**config.mk**
```make
export PLATFORM = sky130hd
export DESIGN_NAME = add_sub_arbiter
export DESIGN_NICKNAME = d
export VERILOG_FILES = /design/src/rtl/add_sub_arbiter.sv
export SDC_FILE = /design/constraint.sdc
export NUM_CORES = 1
export LEC_CHECK = 0
export ABC_AREA = 0
export BUFFER_PORTS_ARGS = -buffer_cell sky130_fd_sc_hd__buf_2
export CORE_ASPECT_RATIO = 0.5
export CORE_UTILIZATION = 51
export CTS_BUF_LIST = sky130_fd_sc_hd__clkbuf_4
export CTS_CLUSTER_DIAMETER = 40
export DETAILED_ROUTE_END_ITERATION = 6
export PLACE_DENSITY = 0.9
export SYNTH_ARGS = -nofsm -noshare
export SYNTH_HDL_FRONTEND = slang
export SYNTH_SLANG_ARGS = --single-unit
```
**constraint.sdc**
```tcl
create_clock -name clk -period 3.3 [get_ports clk]
set_clock_uncertainty 0.2 [all_clocks]
set_input_delay 0.165 -clock clk [delete_from_list [all_inputs] [get_ports clk]]
set_output_delay 0.165 -clock clk [all_outputs]
set_load 0.005 [all_outputs]
```
**src/rtl/add_sub_arbiter.sv**
```systemverilog
// ---------------------------------------------------------------------------
// add_sub_arbiter
//   One shared add/subtract datapath serving NREQ requesters. A round-robin
//   arbiter picks one requester while idle. Its operands are latched and
//   computed in one cycle. The registered response is then held until the
//   consumer takes it.
//
// Handshake semantics (both sides): a transfer happens on the rising edge
// where valid && ready are both high. A producer holds valid and payload
// stable until that edge. It may drop valid before a transfer to withdraw.
// ready may depend combinationally on valid.
//
// Ports
//   clk, rst     clock, synchronous active-high reset
//   reqValid     [NREQ]            per-requester request valid
//   reqA, reqB   [NREQ*INPUTSIZE]  operands, requester i at [i*INPUTSIZE +: INPUTSIZE]
//   reqOp        [NREQ]            0 = a+b, 1 = a-b
//   reqReady     [NREQ]            one-hot accept strobe (IDLE only)
//   rspValid     response valid (RESP state)
//   rspReady     response consumer ready
//   rspId        [IDW]             requester that owns the response
//   rspResult    [INPUTSIZE]       two's-complement result
//   rspOverflow  signed overflow flag
//   busy         high whenever the FSM is not IDLE
//   dbg_state    [2]               current FSM state (0 IDLE, 1 EXEC, 2 RESP)
// ---------------------------------------------------------------------------
module add_sub_arbiter #(
  parameter int INPUTSIZE = 4,
  parameter int NREQ      = 4,
  localparam int IDW      = $clog2(NREQ)
) (
  input  logic                      clk,
  input  logic                      rst,
  input  logic [NREQ-1:0]           reqValid,
  input  logic [NREQ*INPUTSIZE-1:0] reqA,
  input  logic [NREQ*INPUTSIZE-1:0] reqB,
  input  logic [NREQ-1:0]           reqOp,
  output logic [NREQ-1:0]           reqReady,
  output logic                      rspValid,
  input  logic                      rspReady,
  output logic [IDW-1:0]            rspId,
  output logic [INPUTSIZE-1:0]      rspResult,
  output logic                      rspOverflow,
  output logic                      busy,
  output logic [1:0]                dbg_state
);

  typedef enum logic [1:0] {
    IDLE = 2'd0,
    EXEC = 2'd1,
    RESP = 2'd2
  } state_t;

  state_t state, state_nxt;

  logic [IDW-1:0]       ptr;
  logic [IDW-1:0]       grant_idx;
  logic                 grant_found;
  logic                 accept;
  logic [IDW-1:0]       cand;

  logic [INPUTSIZE-1:0] lat_a, lat_b;
  logic                 lat_op;
  logic [IDW-1:0]       lat_id;
  logic [INPUTSIZE-1:0] res;
  logic                 ovf;

  // Round-robin search: first valid requester at or after ptr. NREQ is a
  // power of two, so the IDW-bit addition wraps modulo NREQ for free.
  always_comb begin
    grant_found = 1'b0;
    grant_idx   = '0;
    cand        = '0;
    for (int k = 0; k < NREQ; k++) begin
      cand = ptr + IDW'(k);
      if (!grant_found && reqValid[cand]) begin
        grant_found = 1'b1;
        grant_idx   = cand;
      end
    end
  end

  // The grant is driven only to a valid requester, so a visible grant is
  // always a transfer.
  assign accept = (state == IDLE) && grant_found && !rst;

  always_comb begin
    reqReady = '0;
    for (int i = 0; i < NREQ; i++) begin
      reqReady[i] = accept && (grant_idx == IDW'(i));
    end
  end

  // Shared datapath. Subtract overflow looks at the original b, so
  // b = most-negative value is still flagged correctly.
  always_comb begin
    res = lat_op ? (lat_a - lat_b) : (lat_a + lat_b);
    if (lat_op) begin
      ovf = (lat_a[INPUTSIZE-1] != lat_b[INPUTSIZE-1]) &&
            (res[INPUTSIZE-1]   != lat_a[INPUTSIZE-1]);
    end else begin
      ovf = (lat_a[INPUTSIZE-1] == lat_b[INPUTSIZE-1]) &&
            (res[INPUTSIZE-1]   != lat_a[INPUTSIZE-1]);
    end
  end

  // State register
  always_ff @(posedge clk) begin
    if (rst) begin
      state <= IDLE;
    end else begin
      state <= state_nxt;
    end
  end

  // Next-state logic
  always_comb begin
    state_nxt = state;
    case (state)
      IDLE:    if (accept)   state_nxt = EXEC;
      EXEC:                  state_nxt = RESP;
      RESP:    if (rspReady) state_nxt = IDLE;
      default:               state_nxt = IDLE;
    endcase
  end

  // Output logic
  always_comb begin
    rspValid  = (state == RESP);
    busy      = (state != IDLE);
    dbg_state = state;
  end

  // Operand latch, round-robin pointer and response registers
  always_ff @(posedge clk) begin
    if (rst) begin
      ptr         <= '0;
      lat_a       <= '0;
      lat_b       <= '0;
      lat_op      <= 1'b0;
      lat_id      <= '0;
      rspResult   <= '0;
      rspOverflow <= 1'b0;
      rspId       <= '0;
    end else begin
      if (accept) begin
        lat_a  <= reqA[int'(grant_idx)*INPUTSIZE +: INPUTSIZE];
        lat_b  <= reqB[int'(grant_idx)*INPUTSIZE +: INPUTSIZE];
        lat_op <= reqOp[grant_idx];
        lat_id <= grant_idx;
        ptr    <= grant_idx + IDW'(1);
      end
      if (state == EXEC) begin
        rspResult   <= res;
        rspOverflow <= ovf;
        rspId       <= lat_id;
      end
    end
  end

endmodule

```
=== Yosys cells after proc, flatten, opt, wreduce, memory -nomap -nowiden ===
Cells that the tools add are included.

* Mux-type cells: 23
* Magnitude comparators: 5
* Eq/ne operators: 10
* Reduce and logical (&&, ||, !) cells: 19
* Add/sub/neg operators: 6
* Shift-type cells: 2

{| class="wikitable"
|+ Operators with widths
! cell !! count
|-
| 16-bit by 5-bit variable part select with 4-bit output || 2
|-
| 2-bit by 3-bit < comparator with 1-bit output (second input constant) || 5
|-
| 2-bit two-way mux || 6
|-
| 1-bit logical AND || 11
|-
| 1-bit binary-select mux with 2-bit select || 5
|-
| 1-bit two-way mux || 10
|-
| 2-bit == test (second input constant) || 3
|-
| 2-bit one-hot mux with 3 select lines || 1
|-
| 2-bit by 1-bit adder with 2-bit output (second input constant) || 2
|-
| 2-bit adder (second input constant) || 2
|-
| 4-bit adder || 1
|-
| 2-bit by 1-bit == test with 1-bit output (second input constant) || 2
|-
| 1-bit zero test || 4
|-
| 2-bit zero test || 2
|-
| 4-bit two-way mux || 1
|-
| 4-bit subtractor || 1
|-
| 1-bit inequality test || 2
|-
| 2-bit by 1-bit inequality test with 1-bit output (second input constant) || 1
|-
| 2-bit inequality test (second input constant) || 1
|-
| 2-bit AND reduction || 1
|-
| 2-bit nonzero test || 1
|-
| 1-bit == test || 1
|}

* Logic and storage cells: 74
* Flip-flop bits (word level): 22
* Input bits: 43
* Output and inout port bits: 15

=== Longest topological paths before layout ===
* Depth after elaboration: 16
* Mapped depth: 10

=== Least setup slack after synthesis ===
OpenSTA, ideal clock, no wires.

* Path type: register to register
* From: register lat_b[0]
* To: register rspResult[3]
* Clock period less this slack: 2354 ps
* Setup time: 79 ps
* Stages on the path, launching flop included: 11
* Path slack: 946 ps
* Arrival: 2075 ps
* Cells stage by stage: dfxtp_1 -> inv_1 -> ha_1 -> mux2_2 -> inv_1 -> ha_1 -> nor2b_1 -> o21a_1 -> a211o_1 -> and2_4 -> a211oi_2

* Cells in the longest elaborated chain, start to end: 2
* Elaborated cells between the ends (all ways): 3

{| class="wikitable"
|+ RTL lines
! element !! RTL line !! RTL
|-
| start, declared || 62 || <nowiki>logic [INPUTSIZE-1:0] lat_a, lat_b;</nowiki>
|-
| start signal, assigned || 148 || <nowiki>lat_b <= reqB[int'(grant_idx)*INPUTSIZE +: INPUTSIZE];</nowiki>
|-
| 4-bit adder or 4-bit subtractor (tied branches) || 97 || <nowiki>res = lat_op ? (lat_a - lat_b) : (lat_a + lat_b);</nowiki>
|-
| 4-bit two-way mux * || 97 ||
|-
| end signal, assigned || 154 || <nowiki>rspResult <= res;</nowiki>
|-
| end, declared || 42 || <nowiki>output logic [INPUTSIZE-1:0] rspResult,</nowiki>
|}

Mark *: on every way between the ends. The rest lies on a longest branch, timed or not.
A chain may end at the register's enable or synchronous reset.

=== Final worst setup path ===
* From: register ptr[1]
* To: register lat_b[0]

* Cells in the longest elaborated chain, start to end: 14
* Elaborated cells between the ends (all ways): 28

{| class="wikitable"
|+ RTL lines
! element !! RTL line !! RTL
|-
| start, declared || 56 || <nowiki>logic [IDW-1:0] ptr;</nowiki>
|-
| start signal, assigned || 151 || <nowiki>ptr <= grant_idx + IDW'(1);</nowiki>
|-
| parallel branches: the longest is 14 deep, another holds 2-bit by 1-bit adder with 2-bit output || n/a ||
|}

Parallel ways; which one is timed is not known. The select of a mux whose other input is x is not followed.

==> summary.txt <==
STA
  – Rel. slew slack: 0.5453
  – Final hold violation count: 0
  – Min cycle time layout: about 3000 ps
  – Setup TNS Final: 0 ps
  – Hold slack: 73.95 ps
  – Fmax: between 300 and 400 MHz
  – Final Max Slew Viols: 0
  – Unrepaired setup endpoints after global routing: false
  – Fin crit share: 0.8923
  – Slew @ Worst Pin: just under 700 ps
  – # setup viols final: 0

Global route
  – Largest net degree at the start of global routing: 19
  – Grt ovf: 0
  – GRT Overall Usage: 0.3238
  – Vias in the first global route: around 1600
  – Global-route wire length before repair: about 7.6 mm
  – Antenna violations before repair: 0

Logic synthesis
  – Post-synth EDFFs: 0
  – Mapped Nets: 228
  – Cell area after synthesis: ~1500 um^2
  – Unique masters post-synth: 46
  – Top FF cell, synth: dfxtp_1
  – Compound-Gate Fraction of Synth Area: 0.2354
  – Cells after synthesis: between 150 and 200
  – XOR/XNOR Fraction of Synth Area: 0.02273
  – Simple-Gate Fraction of Synth Area: 0.2313
  – Adder-Cell Fraction of Synth Area: 0.07792
  – Synth area leaders: dfxtp_1 (29%), mux2i_1 (8.4%), ha_1 (6.5%)
  – Largest family of logic cells by synthesized area: compound AO/OA/AOI/OAI gates
  – Synthesized flop and latch total: 22
  – Syn Area/Cell: just under 9 um^2
  – FFs w/ async S/R, synth: 0
  – Mux cell area share after synthesis: 0.09172
  – YS warnings: 0
  – Yosys top cell by area: dfxtp_1
  – Seq/Total Area, Yosys: 0.2857
  – Synth top area share: 0.2857

Setup path
  – FF-to-FF path depth: 8
  – CP Cell Sequence: a21oi_2, nor3b_2, nor3_4, buf_4, mux2i_1, dlygate4sd3_1, o221ai_1, dlygate4sd3_1
  – Crit-path max FO: 18
  – Cell mode on critical path: dlygate4sd3_1
  – Reg-to-reg endpoint: lat_b[0]
  – Slowest-stage cell, CP: dlygate4sd3_1
  – Worst R2R Setup Slack: 360 ps
  – Worst setup path start: ptr[1]
  – Critical Path End Type: flop
  – Worst r2r src: ptr[1]
  – Crit path DAT: ~3000 ps
  – CP required: between 3000 and 4000 ps
  – Slowest stage delay, CP: 580 ps
  – Setup CP Type: flop to flop
  – Startpoint Class: flop

Routing
  – Via count: ~1700
  – Routed Antenna Nets: 0
  – Vias per cell: ~6.0
  – TritonRoute pass-1 iters: 7
  – DRC: 0
  – Wirelength per Cell: around 17 um
  – 1st-iter DRT viols: 140
  – Final WL: approximately 5.0 mm

CTS
  – Max Root-Sink Buffers: 2
  – H-tree depth: 1
  – CTS tree: yes
  – Total CTS buffers: 3
  – Post-CTS resize count: 0
  – Sink Count: 22
  – Clk root buf: clkbuf_4
  – Worst skew pair latency: between 300 and 400 ps
  – Clk slew on worst S/H paths: 120 ps

Die
  – I/O pins: 58
  – Die ar.: between 3000 and 4000 um^2
  – Chip Height: 40.88 um
  – FP Rows: 13
  – Width of the die: 79.75 um
  – CORE AREA: between 2000 and 3000 um^2
  – Initial Util: 0.5641

Cells and area
  – Most frequent cells in the layout: buf_2 (57), dfxtp_1 (22), dlygate4sd3_1 (21)
  – Most common cell after layout, fill and taps aside: buf_2
  – Final Non-Filler Cells: 290
  – Ratio of cells with drive above 1 in the final layout: 0.3162
  – Nets@finish: around 300
  – Antenna cells: 0
  – Synthesis-to-layout area growth: 35.47%
  – Design Area, Final: ~2100 um^2
  – Filler Cells Inserted: approximately 170

Placement
  – Post-DP HPWL: 3.122 mm
  – Placed Area: roughly 1900 um^2
  – Inst Count DP: 266
  – Routability cong.: between 0.8 and 0.9
  – IO Port Bufs: 57

Run
  – Max cap viols: 0

Power and ir drop
  – Leakage: between 0.9 and 1 nW
  – Peak supply drop: just under 0.3 mV
  – Pwr/cell area: approximately 500 nW/um^2
  – Total Power: ~1.0 mW

Worst hold path
  – Hold Crit Class: input port to flop
  – Hold path depth: 4
  – Hold Startpoint: reqB[13]
  – WHS Endpoint: lat_b[1]

Status
  – Outcome: completed
## registers in the layout (all words and copies together) (netlist names)
| register | count |
|---|---|
| lat_a | 4 |
| lat_b | 4 |
| lat_op | 1 |
| lat_id | 2 |
| dbg_state | 2 |
| rspResult | 4 |
| ptr | 2 |
| rspOverflow | 1 |
| rspId | 2 |
## cell usage after synthesis, types with 4 or more instances
cell      instances
nor2b_1           5
nand2b_1          4
nand3_1          13
mux2i_1          13
a211o_1           5
and2_1            4
ha_1              8
nand2_1          13
a21oi_1           8
dfxtp_1          22
o31ai_1           4
nor2_1            7
inv_1            13
xnor2_1           4
## kinds of logic (layout without fill, tap and decap cells)
logic type / Yosys count / in the layout
AOI/OAI and AO/OA: 44 / 44
xor gates and xnor gates: 4 / 4
and+or+nand+nor: 63 / 63
buffers and inverters: 20 / 97
adders and majority gates: 9 / 9
muxes: 14 / 14
DFF: 22 / 22
## through the flow
stage               setup slack, ps    util
floorplan                     946.0       -
global placement              906.7  0.6790
detailed placement            811.2  0.6790
CTS                           416.5  0.7569
global route                  212.7  0.7642
finish                        355.3  0.7642
## cell type report
| cell class | instances | area (um^2) | area share |
|---|---|---|---|
| multi-input cells | 134 | 1016 | 0.4865 |
| clock buffers | 3 | 22.52 | 0.01078 |
| well taps | 37 | 46.29 | 0.02217 |
| repair buffers | 80 | 510.5 | 0.2445 |
| inverters | 14 | 52.55 | 0.02516 |
| flip-flops and latches | 22 | 440.4 | 0.2109 |
## timing repair
action / 4_1_cts / 5_1_grt
hold buffers: 19 / 2
endpoints found under the hold margin: 10 / 1
setup buffers: 0 / 0
## power breakdown
group          total [mW]  switching (mW)  internal [mW]
logic               0.533           0.273          0.260
clock network       0.126          0.0835         0.0428
registers           0.361          0.0464          0.315
total                1.02           0.402          0.618
## metal layers
metal,track usage,part of all wire,vias up
met4,0.1964,0.054,0
met1,0.3530,0.38,796
met3,0.09111,0.097,39
met2,0.6026,0.46,113
li1,-,-,799
met5,0,0,-
## worst max-delay path by stage
stage              endpoint  slack (ps)
2_1_floorplan  rspResult[3]         950
3_3_place_gp   rspResult[3]         910
3_5_place_dp   rspResult[3]         810
4_1_cts            lat_a[3]         420
5_1_grt            lat_a[3]         210
6_report           lat_b[0]         360
## critical path, delay by kind of cell, from the launching register on
family                 cells  cell delay, ps
DFF                        1             460
AOI/OAI and AO/OA          2             230
buffers and inverters      3            1380
and+or+nand+nor            2             400
muxes                      1             160
(Power assumes the default switching activity.)
